--- config.mk ---
export PLATFORM = sky130hd
export DESIGN_NAME = instr_decode_stage_flat
export DESIGN_NICKNAME = d
export VERILOG_FILES = /design/src/rtl/instr_decode_stage_pkg.sv /design/src/rtl/instr_decode_stage_if.sv /design/src/rtl/instr_decode_stage_field_extract.sv /design/src/rtl/instr_decode_stage.sv /design/src/flat_wrapper.sv
export SDC_FILE = /design/constraint.sdc
export NUM_CORES = 1
export LEC_CHECK = 0
export ABC_AREA = 1
export BUFFER_PORTS_ARGS = -buffer_cell sky130_fd_sc_hd__buf_2
export CAP_MARGIN = 40
export CELL_PAD_IN_SITES_DETAIL_PLACEMENT = 0
export CELL_PAD_IN_SITES_GLOBAL_PLACEMENT = 2
export CORE_MARGIN = 1
export CORE_UTILIZATION = 27
export DETAILED_ROUTE_END_ITERATION = 12
export PLACE_DENSITY_LB_ADDON = 0.1
export SETUP_SLACK_MARGIN = 0.05
export SLEW_MARGIN = 20
export SYNTH_ARGS = -nofsm -noshare
export SYNTH_HDL_FRONTEND = slang
export SYNTH_SLANG_ARGS = --single-unit
--- constraint.sdc ---
create_clock -name CLK -period 2.7 [get_ports CLK]
set_input_delay 0.27 -clock CLK [delete_from_list [all_inputs] [get_ports CLK]]
set_output_delay 0.27 -clock CLK [all_outputs]
set_load 0.02 [all_outputs]
--- src/rtl/instr_decode_stage_pkg.sv ---
// Shared definitions for the instruction decode stage: instruction field
// positions, the decode FSM state type and the decoded-control bundle.
package instr_decode_stage_pkg;

  localparam int unsigned ALU_HI      = 31;
  localparam int unsigned ALU_LO      = 29;
  localparam int unsigned REG1_WR_BIT = 28;
  localparam int unsigned REG2_WR_BIT = 27;
  localparam int unsigned RAM_WR_BIT  = 26;
  localparam int unsigned MUX_L_HI    = 25;
  localparam int unsigned MUX_L_LO    = 24;
  localparam int unsigned MUX_R_HI    = 23;
  localparam int unsigned MUX_R_LO    = 22;
  localparam int unsigned RAM_RD_BIT  = 21;
  localparam int unsigned EXT_BIT     = 20;
  localparam int unsigned RSV_HI      = 19;
  localparam int unsigned RSV_LO      = 16;
  localparam int unsigned IMM_HI      = 15;
  localparam int unsigned IMM_LO      = 0;

  typedef enum logic {
    IDLE     = 1'b0,
    EXT_WAIT = 1'b1
  } state_e;

  typedef struct packed {
    logic [2:0] alu_op;
    logic       reg1_wr;
    logic       reg2_wr;
    logic       ram_wr;
    logic       ram_rd;
    logic [1:0] mux_l;
    logic [1:0] mux_r;
  } ctrl_t;

endpackage

--- src/rtl/instr_decode_stage_if.sv ---
// Fetch-side and execute-side handshake bundle of the decode stage.
// master: the fetch/execute environment; slave: the decode stage itself.
interface instr_decode_stage_if #(
  parameter int unsigned INSTR_W = 32,
  parameter int unsigned DATA_W  = 16,
  parameter int unsigned CNT_W   = 16
);
  logic               IN_VALID;
  logic               IN_READY;
  logic [INSTR_W-1:0] INSTRUCTION;
  logic               FLUSH;
  logic               OUT_VALID;
  logic               OUT_READY;
  logic [2:0]         ALU_OPERATION;
  logic               REG1_WR;
  logic               REG2_WR;
  logic               RAM_WR;
  logic               RAM_RD;
  logic [1:0]         MUX_ALU_IN_LEFT;
  logic [1:0]         MUX_ALU_IN_RIGHT;
  logic [DATA_W-1:0]  DATA;
  logic               ILLEGAL;
  logic [CNT_W-1:0]   DECODE_COUNT;

  modport master (
    output IN_VALID, INSTRUCTION, FLUSH, OUT_READY,
    input  IN_READY, OUT_VALID, ALU_OPERATION, REG1_WR, REG2_WR, RAM_WR,
           RAM_RD, MUX_ALU_IN_LEFT, MUX_ALU_IN_RIGHT, DATA, ILLEGAL,
           DECODE_COUNT
  );

  modport slave (
    input  IN_VALID, INSTRUCTION, FLUSH, OUT_READY,
    output IN_READY, OUT_VALID, ALU_OPERATION, REG1_WR, REG2_WR, RAM_WR,
           RAM_RD, MUX_ALU_IN_LEFT, MUX_ALU_IN_RIGHT, DATA, ILLEGAL,
           DECODE_COUNT
  );
endinterface

--- src/rtl/instr_decode_stage_field_extract.sv ---
// instr_field_extract: combinational split of a 32-bit instruction word into
// decoded controls, immediate and extension flag, plus the illegal check.
// Optional macro DECODER_ILLEGAL_TRAP_EN enables illegal-encoding trapping.
module instr_field_extract
  import instr_decode_stage_pkg::*;
#(
  parameter int unsigned DATA_W = 16
) (
  input  logic [31:0] word,
  output ctrl_t       ctrl,
  output logic [15:0] imm,
  output logic        ext,
  output logic        illegal
);

  // Field split, then illegal trapping squashes side effects and suppresses EXT
  always_comb begin
    ctrl.alu_op  = word[ALU_HI:ALU_LO];
    ctrl.reg1_wr = word[REG1_WR_BIT];
    ctrl.reg2_wr = word[REG2_WR_BIT];
    ctrl.ram_wr  = word[RAM_WR_BIT];
    ctrl.ram_rd  = word[RAM_RD_BIT];
    ctrl.mux_l   = word[MUX_L_HI:MUX_L_LO];
    ctrl.mux_r   = word[MUX_R_HI:MUX_R_LO];
    imm          = word[IMM_HI:IMM_LO];
`ifdef DECODER_ILLEGAL_TRAP_EN
    illegal = (word[RAM_WR_BIT] && word[RAM_RD_BIT])
           || (word[RSV_HI:RSV_LO] != '0)
           || (word[EXT_BIT] && (DATA_W == 16));
    if (illegal) begin
      ctrl.reg1_wr = 1'b0;
      ctrl.reg2_wr = 1'b0;
      ctrl.ram_wr  = 1'b0;
      ctrl.ram_rd  = 1'b0;
    end
    ext = word[EXT_BIT] && (DATA_W == 32) && !illegal;
`else
    illegal = 1'b0;
    ext     = word[EXT_BIT] && (DATA_W == 32);
`endif
  end

  // Reserved bits only matter to the illegal check
  logic unused_rsv;
  assign unused_rsv = ^word[RSV_HI:RSV_LO];

endmodule

--- src/rtl/instr_decode_stage.sv ---
// instr_decode_stage: registered, valid/ready decode stage between FLASH fetch
// and execute. Supports two-word extended immediates (DATA_W=32), flush and a
// retired-decode counter. Optional macro DECODER_ILLEGAL_TRAP_EN enables
// illegal-encoding trapping in instr_field_extract.
module instr_decode_stage
  import instr_decode_stage_pkg::*;
#(
  parameter int unsigned INSTR_W = 32,
  parameter int unsigned DATA_W  = 16,
  parameter int unsigned CNT_W   = 16
) (
  input  logic                 CLK,
  input  logic                 RST_N,
  instr_decode_stage_if.slave  bus
);

  ctrl_t             ex_ctrl;
  logic [15:0]       ex_imm;
  logic              ex_ext;
  logic              ex_illegal;

  state_e            state_q, state_d;
  ctrl_t             out_ctrl_q, out_ctrl_d;
  ctrl_t             hold_ctrl_q, hold_ctrl_d;
  logic [15:0]       hold_imm_q, hold_imm_d;
  logic [DATA_W-1:0] data_q, data_d;
  logic              illegal_q, illegal_d;
  logic              out_valid_q, out_valid_d;
  logic [CNT_W-1:0]  count_q, count_d;

  logic              in_ready;
  logic              accept;
  logic              out_hs;

  instr_field_extract #(
    .DATA_W (DATA_W)
  ) u_extract (
    .word    (bus.INSTRUCTION[31:0]),
    .ctrl    (ex_ctrl),
    .imm     (ex_imm),
    .ext     (ex_ext),
    .illegal (ex_illegal)
  );

  // Input handshake qualifiers
  always_comb begin
    in_ready = RST_N && !bus.FLUSH && (!out_valid_q || bus.OUT_READY);
    accept   = bus.IN_VALID && in_ready;
    out_hs   = out_valid_q && bus.OUT_READY;
  end

  // Next-state: flush dominates; drain and reload may share one cycle
  always_comb begin
    state_d     = state_q;
    out_ctrl_d  = out_ctrl_q;
    hold_ctrl_d = hold_ctrl_q;
    hold_imm_d  = hold_imm_q;
    data_d      = data_q;
    illegal_d   = illegal_q;
    out_valid_d = out_valid_q;
    count_d     = count_q;
    if (bus.FLUSH) begin
      out_valid_d = 1'b0;
      state_d     = IDLE;
    end else begin
      if (out_hs) begin
        out_valid_d = 1'b0;
        count_d     = count_q + CNT_W'(1);
      end
      if (accept) begin
        if (state_q == EXT_WAIT) begin
          out_ctrl_d  = hold_ctrl_q;
          data_d      = DATA_W'({bus.INSTRUCTION[15:0], hold_imm_q});
          illegal_d   = 1'b0;
          out_valid_d = 1'b1;
          state_d     = IDLE;
        end else if (ex_ext) begin
          hold_ctrl_d = ex_ctrl;
          hold_imm_d  = ex_imm;
          state_d     = EXT_WAIT;
        end else begin
          out_ctrl_d  = ex_ctrl;
          data_d      = DATA_W'(ex_imm);
          illegal_d   = ex_illegal;
          out_valid_d = 1'b1;
        end
      end
    end
  end

  // Stage register with synchronous active-low reset
  always_ff @(posedge CLK) begin
    if (!RST_N) begin
      state_q     <= IDLE;
      out_ctrl_q  <= '0;
      hold_ctrl_q <= '0;
      hold_imm_q  <= '0;
      data_q      <= '0;
      illegal_q   <= 1'b0;
      out_valid_q <= 1'b0;
      count_q     <= '0;
    end else begin
      state_q     <= state_d;
      out_ctrl_q  <= out_ctrl_d;
      hold_ctrl_q <= hold_ctrl_d;
      hold_imm_q  <= hold_imm_d;
      data_q      <= data_d;
      illegal_q   <= illegal_d;
      out_valid_q <= out_valid_d;
      count_q     <= count_d;
    end
  end

  assign bus.IN_READY         = in_ready;
  assign bus.OUT_VALID        = out_valid_q;
  assign bus.ALU_OPERATION    = out_ctrl_q.alu_op;
  assign bus.REG1_WR          = out_ctrl_q.reg1_wr;
  assign bus.REG2_WR          = out_ctrl_q.reg2_wr;
  assign bus.RAM_WR           = out_ctrl_q.ram_wr;
  assign bus.RAM_RD           = out_ctrl_q.ram_rd;
  assign bus.MUX_ALU_IN_LEFT  = out_ctrl_q.mux_l;
  assign bus.MUX_ALU_IN_RIGHT = out_ctrl_q.mux_r;
  assign bus.DATA             = data_q;
  assign bus.ILLEGAL          = illegal_q;
  assign bus.DECODE_COUNT     = count_q;

endmodule

--- src/flat_wrapper.sv ---
// flat-port wrapper written by rule: the top's interface ports become plain ports
module instr_decode_stage_flat import instr_decode_stage_pkg::*;
#(
  parameter int unsigned INSTR_W = 32,
  parameter int unsigned DATA_W  = 16,
  parameter int unsigned CNT_W   = 16
)
  (CLK, RST_N, bus_IN_VALID, bus_INSTRUCTION, bus_FLUSH, bus_OUT_READY, bus_IN_READY, bus_OUT_VALID, bus_ALU_OPERATION, bus_REG1_WR, bus_REG2_WR, bus_RAM_WR, bus_RAM_RD, bus_MUX_ALU_IN_LEFT, bus_MUX_ALU_IN_RIGHT, bus_DATA, bus_ILLEGAL, bus_DECODE_COUNT);
  instr_decode_stage_if #(.INSTR_W(INSTR_W), .DATA_W(DATA_W), .CNT_W(CNT_W)) bus_i ();
  input  logic CLK;
  input  logic RST_N;
  input wire logic [$bits(bus_i.IN_VALID)-1:0] bus_IN_VALID;
  input wire logic [$bits(bus_i.INSTRUCTION)-1:0] bus_INSTRUCTION;
  input wire logic [$bits(bus_i.FLUSH)-1:0] bus_FLUSH;
  input wire logic [$bits(bus_i.OUT_READY)-1:0] bus_OUT_READY;
  output wire logic [$bits(bus_i.IN_READY)-1:0] bus_IN_READY;
  output wire logic [$bits(bus_i.OUT_VALID)-1:0] bus_OUT_VALID;
  output wire logic [$bits(bus_i.ALU_OPERATION)-1:0] bus_ALU_OPERATION;
  output wire logic [$bits(bus_i.REG1_WR)-1:0] bus_REG1_WR;
  output wire logic [$bits(bus_i.REG2_WR)-1:0] bus_REG2_WR;
  output wire logic [$bits(bus_i.RAM_WR)-1:0] bus_RAM_WR;
  output wire logic [$bits(bus_i.RAM_RD)-1:0] bus_RAM_RD;
  output wire logic [$bits(bus_i.MUX_ALU_IN_LEFT)-1:0] bus_MUX_ALU_IN_LEFT;
  output wire logic [$bits(bus_i.MUX_ALU_IN_RIGHT)-1:0] bus_MUX_ALU_IN_RIGHT;
  output wire logic [$bits(bus_i.DATA)-1:0] bus_DATA;
  output wire logic [$bits(bus_i.ILLEGAL)-1:0] bus_ILLEGAL;
  output wire logic [$bits(bus_i.DECODE_COUNT)-1:0] bus_DECODE_COUNT;
  assign bus_i.IN_VALID = bus_IN_VALID;
  assign bus_i.INSTRUCTION = bus_INSTRUCTION;
  assign bus_i.FLUSH = bus_FLUSH;
  assign bus_i.OUT_READY = bus_OUT_READY;
  assign bus_IN_READY = bus_i.IN_READY;
  assign bus_OUT_VALID = bus_i.OUT_VALID;
  assign bus_ALU_OPERATION = bus_i.ALU_OPERATION;
  assign bus_REG1_WR = bus_i.REG1_WR;
  assign bus_REG2_WR = bus_i.REG2_WR;
  assign bus_RAM_WR = bus_i.RAM_WR;
  assign bus_RAM_RD = bus_i.RAM_RD;
  assign bus_MUX_ALU_IN_LEFT = bus_i.MUX_ALU_IN_LEFT;
  assign bus_MUX_ALU_IN_RIGHT = bus_i.MUX_ALU_IN_RIGHT;
  assign bus_DATA = bus_i.DATA;
  assign bus_ILLEGAL = bus_i.ILLEGAL;
  assign bus_DECODE_COUNT = bus_i.DECODE_COUNT;
  instr_decode_stage #(.INSTR_W(INSTR_W), .DATA_W(DATA_W), .CNT_W(CNT_W)) u_core (.CLK(CLK), .RST_N(RST_N), .bus(bus_i));
endmodule
# ---- After elaboration in Yosys (flattened, before gate mapping)
# Index checks and enable logic that the tools add are counted.
dict set report totals {
  output_inout_bits 46
  ff_bits 44
}
dict set report classes {
  add_sub_neg 1
  reduce_logical 11
  muxes 2
  n_bitwise 2
}
# cell count
set op_table {}
lappend op_table {{16-bit by 1-bit adder with 16-bit output, second input constant} 1}
lappend op_table {{1-bit logical AND} 4}
lappend op_table {{2-bit AND reduction} 2}
lappend op_table {{1-bit logical NOT} 2}
lappend op_table {{1-bit two-way mux} 2}
lappend op_table {{1-bit inverter} 2}
lappend op_table {{2-bit nonzero test} 1}
lappend op_table {{2-bit OR reduction} 1}
lappend op_table {{1-bit logical OR} 1}

# ---- Logic depth before layout (Yosys ltp)
dict set report depth {
  word_depth 5
  ltp_mapped 8
}

# ---- Cells and area by module
# From an unflattened synthesis, not the netlist that was laid out.
dict set report unflattened {
  cells_unflattened 530
  hier_area_um2 3554.7
}
# module area_each_um2 cells_per_inst instances seq_area_each_um2
set modules_own_cells {}
lappend modules_own_cells {instr_decode_stage 3333.2 500 1 1461.4}
lappend modules_own_cells {instr_field_extract 221.5 30 1 0.0}

# ---- Least setup slack after synthesis
# Ideal clock, no wire load.
dict set report synth_timing {
  path_type {reg-to-output}
  from {reg u_core.out_valid_q, in the netlist u_core.bus.OUT_VALID}
  to {out bus_IN_READY}
  n_path_buf 1
  stages_incl_launch_ff 6
  path_slack_ps 1353
  t_arrival_ps 1077
  cell_sequence {dfxtp_1 inv_2 or2_4 inv_2 nor2_8 buf_6}
}
dict set report synth_between {
  elab_chain_cells 3
}
# item line
set synth_lines {}
lappend synth_lines {{from (decl)} instr_decode_stage.sv:28} ;# logic out_valid_q, out_valid_d;
lappend synth_lines {{from (signal assigned)} instr_decode_stage.sv:109} ;# out_valid_q <= out_valid_d;
lappend synth_lines {{1-bit logical NOT} instr_decode_stage.sv:47} ;# in_ready = RST_N && !bus.FLUSH && (!out_valid_q || bus.OUT_READY);
lappend synth_lines {{1-bit logical OR} instr_decode_stage.sv:47}
lappend synth_lines {{1-bit logical AND} instr_decode_stage.sv:47}
lappend synth_lines {{to (decl)} flat_wrapper.sv:16} ;# output wire logic [$bits(bus_i.IN_READY)-1:0] bus_IN_READY;
# No other way between the ends.

# ---- Worst setup path in the final report
# Ends and elaborated chain as after synthesis.

==> metrics.cfg <==
[clocking]
post_cts_buffers=0
clock_path_buffers=2
cts_resized=0
cts_sinks=44
cts_root_buffer=clkbuf_8
h-tree-depth=2
numCtsBuffers=5
clk_latency_ns=0.29
cts_tree=done
ctsHoldBuffers=0
clk_pin_slew_ns=0.09

[setup_path]
cp_common_cell=inv_2
cp-start-kind=register
cp_slowest_stage_delay_ns=0.37
cp_top_family=simple AND/OR/NAND/NOR gates
critical_path_class=register to primary output
required_ns=2.43
crit_buf_inv=3
worstPathMaxFanout=28
worst_setup_path_end_kind=primary output
crit_arrival_ns=1.47
critical_path.cell_chain=inv_2 > or2_4 > inv_2 > nor2_8 > buf_2
slowest_stage=dfxtp_1

[yosys]
ys_seq_area_frac=0.444
synth_top_family_by_area=simple AND/OR/NAND/NOR gates
syn_inst=251
synth-xor-area-share=0.00441
synth-simple-area-share=0.318
async_flop_share=0
syn-num-nets=289
synth_edf_count=0
ys.flop_type=dfxtp_1
synth.area.mux_share=0
ys_ff_latch=44
ys_warn_count=0
syn_area_per_cell_um2=7.91
synth_compound_area_frac=0.148
syn_area_mm2=0.00198
synth_area_leaders=dfxtp_1, nand2_1, a21oi_2
yosysTopAreaCell=dfxtp_1
synthAdderAreaFrac=0.00631
yosysUniqueCellTypes=30
synth.top_cell.area_share=0.444

[cells_and_area]
multi_input_area_um2=948
syn2layout_area_growth_pct=27.6
layout_commonest_cell=buf_2
fill_cells=796
seq_area_um2=881
drive_above_1_share=0.369
antenna_cells=0
final_cell_mix=buf_2, nand2_1, dfxtp_1
nets=362

[timing]
finalCritPeriodShare=0.645
hold_violations=0
clock-skew-final_ns=0.00942
timing.fmax_mhz=574
setup_viol_count_final=0
tns_ns=0
finalMaxSlewViolations=0
hold-worst-slack_ns=0.228
min_period_ns=1.74
rsz0062_at_grt=false

[global_routing]
antenna_found_initial=0
grt_pass1_wl_mm=8.42
first_global_vias=1784
grt-ovfl-total=0
grt_max_degree=33
grt_use_total=0.142

[placement]
hpwl_mm=3.53
portBuffers=76
globalplace.congestion=0.702

[floorplanning]
dieArea_mm2=0.00770
io_pins=83
die_x_um=87.7
die_h_um=87.7
core_mm2=0.00694
start_util=0.286
std_cell_rows=30

[run_status]
status=complete, no violations

[min_path]
min_path_type=primary input to register

[power_and_ir_drop]
powerDensity_mw_per_mm2=518
leakagePower_nw=1.06
peakVddDrop_mv=0.236

[routing]
drtIter0Drc=34
vias=1791
ant_nets=0
drcViolationCount=0
drt_pass1_iterations=4
drt_wl_total_mm=5.06
avgViaCountPerCell=4.25
avgRoutedWirePerCell_um=12.0

[run]
maxCapViolations=0

-- metrics by stage --
stage	util	cell area (um2)	instances	setup slack [ns]	power (mW)
floorplan	-	1980	251	1.35	0.769
global placement	0.348	2420	413	0.988	0.815
detailed placement	0.348	2420	413	1.00	0.816
CTS	0.365	2530	421	0.904	1.34
global route	0.365	2530	421	0.841	1.38
finish	0.365	2530	421	0.958	1.31
-- routing by layer --
metal  up-vias  global-route usage  routed length [um]
met3         2              0.0452                 326
met5         -                   0                   0
met1       788               0.176                2280
met2        45               0.240                2430
met4         0              0.0358                  29
li1        956                   -                   -
-- cell families after synthesis --
logic type / after synthesis
buffers and inverters: 32
AND/OR/NAND/NOR: 129
other: 1
adder cells (fa/ha/maj): 1
flip-flops: 44
AO/OA/AOI/OAI: 43
XOR/XNOR: 1
-- cells in the mapped netlist (2+ instances only) --
cell      count
nand2_1      57
dfxtp_1      44
nand3_1      30
nor2_1       23
a21oi_2      19
inv_1        16
a21oi_1      15
o21ai_0       6
buf_6         4
clkbuf_1      4
inv_2         4
nand4_1       4
nor2_2        3
buf_1         2
nand3_4       2
nor2_4        2
nor2_8        2
nor3_1        2
-- worst min-delay path, cell delays in order --
cell and delay, ns:
buf_2 0.10, nand3_1 0.07, a21oi_1 0.05
-- area by class of cell --
class / count / area share
Multi-Input combinational cell: 175 / 0.375
Sequential cell: 44 / 0.348
Timing Repair Buffer: 78 / 0.156
Tap cell: 96 / 0.0475
Inverter: 20 / 0.0297
Clock buffer: 5 / 0.0272
Clock inverter: 3 / 0.0168
-- where the power goes --
| part | switching, mW | internal (mW) | leakage (nW) |
|---|---|---|---|
| clock network | 0.239 | 0.274 | 0.0541 |
| logic | 0.0829 | 0.0461 | 0.649 |
| registers | 0.00687 | 0.662 | 0.356 |
| total | 0.328 | 0.982 | 1.06 |
-- registers in the layout, summed over array words and instances, names as in the netlist --
signal	count
u_core.bus.OUT_VALID	1
u_core.bus.MUX_ALU_IN_RIGHT	2
u_core.bus.RAM_RD	1
u_core.bus.REG2_WR	1
u_core.bus.DECODE_COUNT	16
u_core.bus.MUX_ALU_IN_LEFT	2
u_core.bus.RAM_WR	1
u_core.bus.REG1_WR	1
u_core.bus.DATA	16
u_core.bus.ALU_OPERATION	3
-- path summary, 6_finish.rpt --
kind | from | endpoint | slack [ns] | cells past startpoint
worst min-delay path | bus_INSTRUCTION[29] | u_core.bus.ALU_OPERATION[0] | 0.23 | 3
worst max-delay path | u_core.bus.OUT_VALID | bus_IN_READY | 0.96 | 5
worst min register to register | u_core.bus.DATA[0] | u_core.bus.DATA[0] | 0.47 | 2
worst max register to register | u_core.bus.DECODE_COUNT[0] | u_core.bus.DECODE_COUNT[8] | 1.34 | 8
Note: power is estimated with default switching activity, not from simulation.
